--- config.mk ---
export PLATFORM = sky130hd
export DESIGN_NAME = multi_break_counter
export DESIGN_NICKNAME = d
export VERILOG_FILES = /design/src/rtl/multi_break_counter.sv
export SDC_FILE = /design/constraint.sdc
export NUM_CORES = 1
export LEC_CHECK = 0
export CAP_MARGIN = 40
export CORE_ASPECT_RATIO = 0.9
export CORE_MARGIN = 2
export CORE_UTILIZATION = 43
export CTS_CLUSTER_SIZE = 16
export DETAILED_ROUTE_END_ITERATION = 10
export PLACE_DENSITY_LB_ADDON = 0.08
export SLEW_MARGIN = 30
export SYNTH_ARGS = -nofsm -noshare
export SYNTH_HDL_FRONTEND = slang
export SYNTH_SLANG_ARGS = --single-unit
export TNS_END_PERCENT = 10
--- constraint.sdc ---
create_clock -name clk -period 4.55 [get_ports clk]
set_input_delay 1.1375 -clock clk [delete_from_list [all_inputs] [get_ports clk]]
set_output_delay 1.1375 -clock clk [all_outputs]
set_load 0.01 [all_outputs]
--- src/rtl/multi_break_counter.sv ---
// Chunked per-candidate break counter: masks clause-broken flags, sums them CHUNK_WIDTH at a time,
// and reports every candidate's count. Define MULTI_BREAK_MIN_SELECT_EN to also report the minimum.
module multi_break_counter #(
   parameter int NUM_CLAUSES      = 20,
   parameter int NUM_CANDIDATES   = 3,
   parameter int NUM_CLAUSES_BITS = 5,
   parameter int CHUNK_WIDTH      = 8,
   parameter int CAND_BITS        = 2
) (
   input  logic                                       clk,
   input  logic                                       reset,
   input  logic                                       valid_i,
   output logic                                       ready_o,
   input  logic [NUM_CANDIDATES*NUM_CLAUSES-1:0]      clause_broken_i,
   input  logic [NUM_CLAUSES-1:0]                     mask_bits_i,
   output logic                                       valid_o,
   input  logic                                       ready_i,
   output logic [NUM_CANDIDATES*NUM_CLAUSES_BITS-1:0] break_values_o,
   output logic [NUM_CLAUSES_BITS-1:0]                min_value_o,
   output logic [CAND_BITS-1:0]                       min_index_o,
   output logic [1:0]                                 dbg_state_o
);

   // Handshake: a request transfers on a rising edge with valid_i && ready_o; a result
   // transfers on a rising edge with valid_o && ready_i. Outputs hold while valid_o waits.

   localparam int NUM_CHUNKS = (NUM_CLAUSES + CHUNK_WIDTH - 1) / CHUNK_WIDTH;
   localparam int NUM_SLOTS  = NUM_CHUNKS + 1;
   localparam int PAD_W      = NUM_SLOTS * CHUNK_WIDTH;
   localparam int CNT_W      = $clog2(NUM_SLOTS);

   typedef enum logic [1:0] {
      IDLE  = 2'd0,
      COUNT = 2'd1,
      DONE  = 2'd2
   } state_t;

   state_t                      state_q, state_d;
   logic [CNT_W-1:0]            chunk_q, chunk_d;
   logic [CHUNK_WIDTH-1:0]      broken_q  [NUM_CANDIDATES][NUM_SLOTS];
   logic [CHUNK_WIDTH-1:0]      broken_d  [NUM_CANDIDATES][NUM_SLOTS];
   logic [NUM_CLAUSES_BITS-1:0] acc_q     [NUM_CANDIDATES];
   logic [NUM_CLAUSES_BITS-1:0] acc_d     [NUM_CANDIDATES];
   logic [NUM_CLAUSES_BITS-1:0] chunk_pop [NUM_CANDIDATES];
   logic [PAD_W-1:0]            load_vec  [NUM_CANDIDATES];
   logic                        last_chunk;

   // The extra all-zero slot beyond the final chunk keeps the last COUNT cycle in range
   // and makes the clause bits above NUM_CLAUSES count as zero.
   for (genvar c = 0; c < NUM_CANDIDATES; c++) begin : g_cand
      assign load_vec[c] = PAD_W'(clause_broken_i[c*NUM_CLAUSES +: NUM_CLAUSES] & mask_bits_i);
      assign break_values_o[c*NUM_CLAUSES_BITS +: NUM_CLAUSES_BITS] = acc_q[c];
   end

   assign last_chunk  = (chunk_q == CNT_W'(NUM_CHUNKS));
   assign ready_o     = (state_q == IDLE);
   assign valid_o     = (state_q == DONE);
   assign dbg_state_o = state_q;

   always_comb begin
      for (int c = 0; c < NUM_CANDIDATES; c++) begin
         chunk_pop[c] = '0;
         for (int b = 0; b < CHUNK_WIDTH; b++) begin
            chunk_pop[c] = chunk_pop[c] + NUM_CLAUSES_BITS'(broken_q[c][chunk_q][b]);
         end
      end
   end

   always_comb begin
      state_d = state_q;
      chunk_d = chunk_q;
      for (int c = 0; c < NUM_CANDIDATES; c++) begin
         acc_d[c] = acc_q[c];
         for (int j = 0; j < NUM_SLOTS; j++) begin
            broken_d[c][j] = broken_q[c][j];
         end
      end
      unique case (state_q)
         IDLE: begin
            if (valid_i) begin
               state_d = COUNT;
               chunk_d = '0;
               for (int c = 0; c < NUM_CANDIDATES; c++) begin
                  acc_d[c] = '0;
                  for (int j = 0; j < NUM_SLOTS; j++) begin
                     broken_d[c][j] = load_vec[c][j*CHUNK_WIDTH +: CHUNK_WIDTH];
                  end
               end
            end
         end
         COUNT: begin
            // The cycle after the final chunk lets the minimum see settled accumulators.
            if (last_chunk) begin
               state_d = DONE;
            end else begin
               chunk_d = chunk_q + CNT_W'(1);
               for (int c = 0; c < NUM_CANDIDATES; c++) begin
                  acc_d[c] = acc_q[c] + chunk_pop[c];
               end
            end
         end
         DONE: begin
            if (ready_i) begin
               state_d = IDLE;
            end
         end
         default: begin
            state_d = IDLE;
         end
      endcase
   end

   always_ff @(posedge clk) begin
      if (reset) begin
         state_q <= IDLE;
         chunk_q <= '0;
         for (int c = 0; c < NUM_CANDIDATES; c++) begin
            acc_q[c] <= '0;
            for (int j = 0; j < NUM_SLOTS; j++) begin
               broken_q[c][j] <= '0;
            end
         end
      end else begin
         state_q <= state_d;
         chunk_q <= chunk_d;
         for (int c = 0; c < NUM_CANDIDATES; c++) begin
            acc_q[c] <= acc_d[c];
            for (int j = 0; j < NUM_SLOTS; j++) begin
               broken_q[c][j] <= broken_d[c][j];
            end
         end
      end
   end

`ifdef MULTI_BREAK_MIN_SELECT_EN
   logic [NUM_CLAUSES_BITS-1:0] min_value_q, min_value_d;
   logic [CAND_BITS-1:0]        min_index_q, min_index_d;

   // Strict less-than keeps the lowest index on ties.
   always_comb begin
      min_value_d = acc_q[0];
      min_index_d = '0;
      for (int c = 1; c < NUM_CANDIDATES; c++) begin
         if (acc_q[c] < min_value_d) begin
            min_value_d = acc_q[c];
            min_index_d = CAND_BITS'(c);
         end
      end
   end

   always_ff @(posedge clk) begin
      if (reset) begin
         min_value_q <= '0;
         min_index_q <= '0;
      end else if (state_q == COUNT && last_chunk) begin
         min_value_q <= min_value_d;
         min_index_q <= min_index_d;
      end
   end

   assign min_value_o = min_value_q;
   assign min_index_o = min_index_q;
`else
   assign min_value_o = '0;
   assign min_index_o = '0;
`endif

endmodule

==> flow_metrics.py <==
metrics = {
    "clock_tree": {
        "cts.path.max_buffers": 2,
        "htreeDepth": 3,
        "cts_tree": "yes",
        "path_clk_slew_ns": 0.09,
        "cts_num_sinks": 79,
        "cts_buffers": 9,
        "cts_hold_buffers": 0,
        "cts_root_buf": "clkbuf_8",
        "insertion_delay_ns": 0.35,
    },
    "logic_synthesis": {
        "synthArstFlopShare_pct": 0,
        "netlist.area_leader.share_pct": 40.97,
        "synth_area_um2": 3860,
        "synth_commonest_cells": "dfxtp_1 (79), a32o_1 (60), nor2_1 (29)",
        "synthCells": 371,
        "yosysSeqAreaShare_pct": 40.97,
        "synth_edf_count": 0,
        "synthTopCellsByArea": "dfxtp_1 (41%), a32o_1 (16%), fa_1 (7.8%)",
        "synth_ff_type": "dfxtp_1",
        "ys_warn_count": 0,
        "synth_cell_types": 39,
        "ys_ff_latch": 79,
        "yosysMostFrequentCell": "dfxtp_1",
        "syn_area_per_cell_um2": 10.40,
        "synth_top_cell_by_area": "dfxtp_1",
    },
    "floorplan": {
        "dieArea_um2": 9752,
        "io-pin-count": 110,
        "start_util_pct": 44.63,
        "core-area_um2": 8648,
        "die_x_um": 103.9,
        "std_cell_rows": 32,
        "fp.dieH_um": 93.89,
    },
    "detailed_routing": {
        "wl_mm": 9.593,
        "drc_errors": 0,
        "via_per_inst": 5.387,
        "dr.pass1.iters": 4,
        "avgRoutedWirePerCell_um": 16.12,
        "ant_nets": 0,
        "vias": 3205,
        "drt_iter0_drc": 120,
    },
    "global_route": {
        "grt_pass1_wl_mm": 15.25,
        "top_usage_layer": "met2",
        "grt_pass1_vias": 3089,
        "grtUsageMet2_pct": 32.46,
        "antenna_found_initial": 0,
        "grt_util_met3_pct": 5.479,
        "grt_overflow": 0,
        "grtUsageMet1_pct": 26.11,
        "grt_usage_pct": 19.77,
        "grt_max_degree": 35,
    },
    "final_layout": {
        "fin_nets": 589,
        "layoutNonFillerInstCount": 595,
        "fill_cells": 770,
        "antennaDiodeCount": 0,
        "post-route-util_pct": 60.01,
        "syn_to_final_growth_pct": 34.46,
        "layout-drive-gt1-share_pct": 7.773,
    },
    "worst_setup_path": {
        "critPathMaxFanout": 6,
        "required_ns": 4.83,
        "crit_path_start_kind": "flip-flop",
        "r2r_cells": 15,
        "arrival_ns": 4.59,
        "worstSetupEndpointType": "flip-flop",
        "crit_type": "flip-flop to flip-flop",
    },
    "timing": {
        "max_freq_ghz": 0.2319,
        "slew_headroom_pct": 55.98,
        "hold_ws_ns": 0.4682,
        "layout_min_cycle_time_ns": 4.312,
        "setup_viol": 0,
        "fin_skew_ns": 0.01153,
        "worstMarginPinSlew_ns": 0.6603,
        "hold_viol": 0,
        "period_share_pct": 94.78,
        "final_max_slew_viol_count": 0,
    },
    "job": {
        "maxCapViolCount": 0,
    },
    "power_and_ir_drop": {
        "p_seq_share_pct": 47.7,
        "sw_frac_of_total_pct": 27.33,
        "p_per_area_nw_per_um2": 298.4,
        "intPower_mw": 1.125,
        "ir_drop_v": 0.0002022,
        "p_leak_nw": 2.013,
        "p_comb_share_pct": 18.4,
        "switching_power_uw": 423.3,
        "p_clk_share_pct": 33.9,
    },
    "hold_path": {
        "hold_depth": 1,
        "worst_hold_path_type": "flip-flop to flip-flop",
    },
    "place": {
        "portBuffers": 102,
        "gp_congestion": 0.8043,
        "dp_hpwl_mm": 7.330,
        "place_inst": 576,
    },
    "outcome": {
        "status": "completed",
    },
}
through the flow:
stage / setup WS (ns) / setup TNS (ns) / total power [mW] / instance area [um^2]
after floorplan: 0.02637 / 0 / 0.9083 / 3882
after global placement: 0.1748 / 0 / 1.035 / 4972
after detailed placement: 0.09924 / 0 / 1.039 / 4972
after CTS: 0.05643 / 0 / 1.562 / 5167
after global routing: -0.003535 / -0.003535 / 1.624 / 5190
final: 0.2377 / 0 / 1.549 / 5190
repair_timing:
| action | in CTS | in global routing |
|---|---|---|
| hold endpoints to repair | 0 | 0 |
| setup buffers | 0 | 2 |
| endpoints found under the setup margin | 0 | 2 |
| gates resized for setup | 0 | 2 |
final cells by class:
cell class / count / area, um^2 / share of cell area (%)
multi-input combinational: 245 / 2066 / 39.80
timing repair buffer: 115 / 1116 / 21.50
tap: 119 / 148.9 / 2.869
clock inverter: 6 / 67.56 / 1.302
sequential: 79 / 1585 / 30.54
inverter: 21 / 78.83 / 1.519
clock buffer: 10 / 127.6 / 2.459
state kept, by name, indices dropped and copies added (netlist names):
register     cells
broken_q        60
acc_q           15
chunk_q          2
dbg_state_o      2
power groups by stage:
stage | Sequential (mW) | Clock [mW] | Combinational, mW
2_1_floorplan | 0.751 | 0 | 0.157
3_3_place_gp | 0.757 | 0 | 0.278
3_5_place_dp | 0.757 | 0 | 0.282
4_1_cts | 0.741 | 0.537 | 0.284
5_1_grt | 0.743 | 0.562 | 0.318
6_report | 0.739 | 0.525 | 0.285
cells in the final DEF (no fill, tap or decap), types with 3 or more instances in the layout:
cell type / Yosys / final
clkdlybuf4s50_1: 0 / 102
dfxtp_1: 79 / 78
a32o_1: 60 / 60
nor2_1: 29 / 29
mux2i_1: 24 / 24
inv_1: 21 / 21
ha_1: 19 / 19
a21oi_1: 16 / 16
fa_1: 15 / 15
nand2_1: 13 / 13
buf_4: 7 / 12
clkbuf_8: 0 / 9
o21ai_0: 9 / 8
conb_1: 1 / 7
or2_2: 6 / 6
nor2b_1: 4 / 4
nor3_1: 4 / 4
a22oi_1: 4 / 4
o21ai_1: 2 / 3
nand2b_1: 3 / 3
nand3b_1: 3 / 3
kinds of logic after synthesis:
kind of cell    count (synthesis)  share of synthesized area [%]
compound gates                105                          22.66
flops                          79                          40.97
simple gates                   72                          9.109
buf+inv                        53                          6.321
fa+ha+maj                      34                          13.94
mux                            24                          6.224
xor+xnor                        3                         0.6808
other cells                     1                        0.09715
critical path: stages, from the launching register on:
cell,delay (ns)
dfxtp_4,0.39
buf_4,0.14
mux2i_1,0.19
o21ai_0,0.13
fa_1,0.55
inv_1,0.05
fa_1,0.50
inv_1,0.06
fa_1,0.52
inv_1,0.05
fa_1,0.46
fa_1,0.42
nor2b_1,0.13
nor3_1,0.06
or4_1,0.46
a21boi_1,0.14
path summary, 6_finish.rpt:
path,start,to,slack (ns)
setup reg to reg,chunk_q[0]$_SDFFE_PP0P_,acc_q[0][14]$_SDFFE_PP0P_,0.24
hold reg to reg,broken_q[0][10]$_SDFFE_PP0P_,broken_q[0][10]$_SDFFE_PP0P_,0.47
setup / recovery,chunk_q[0]$_SDFFE_PP0P_,acc_q[0][14]$_SDFFE_PP0P_,0.24
hold / removal,broken_q[0][10]$_SDFFE_PP0P_,broken_q[0][10]$_SDFFE_PP0P_,0.47
layer usage:
layer | share of wire (%) | wire (um)
met2 | 47 | 4534
met3 | 4.8 | 465
met4 | 0.95 | 91
met1 | 47 | 4502
met5 | 0 | 0
(Power assumes the default switching activity.)
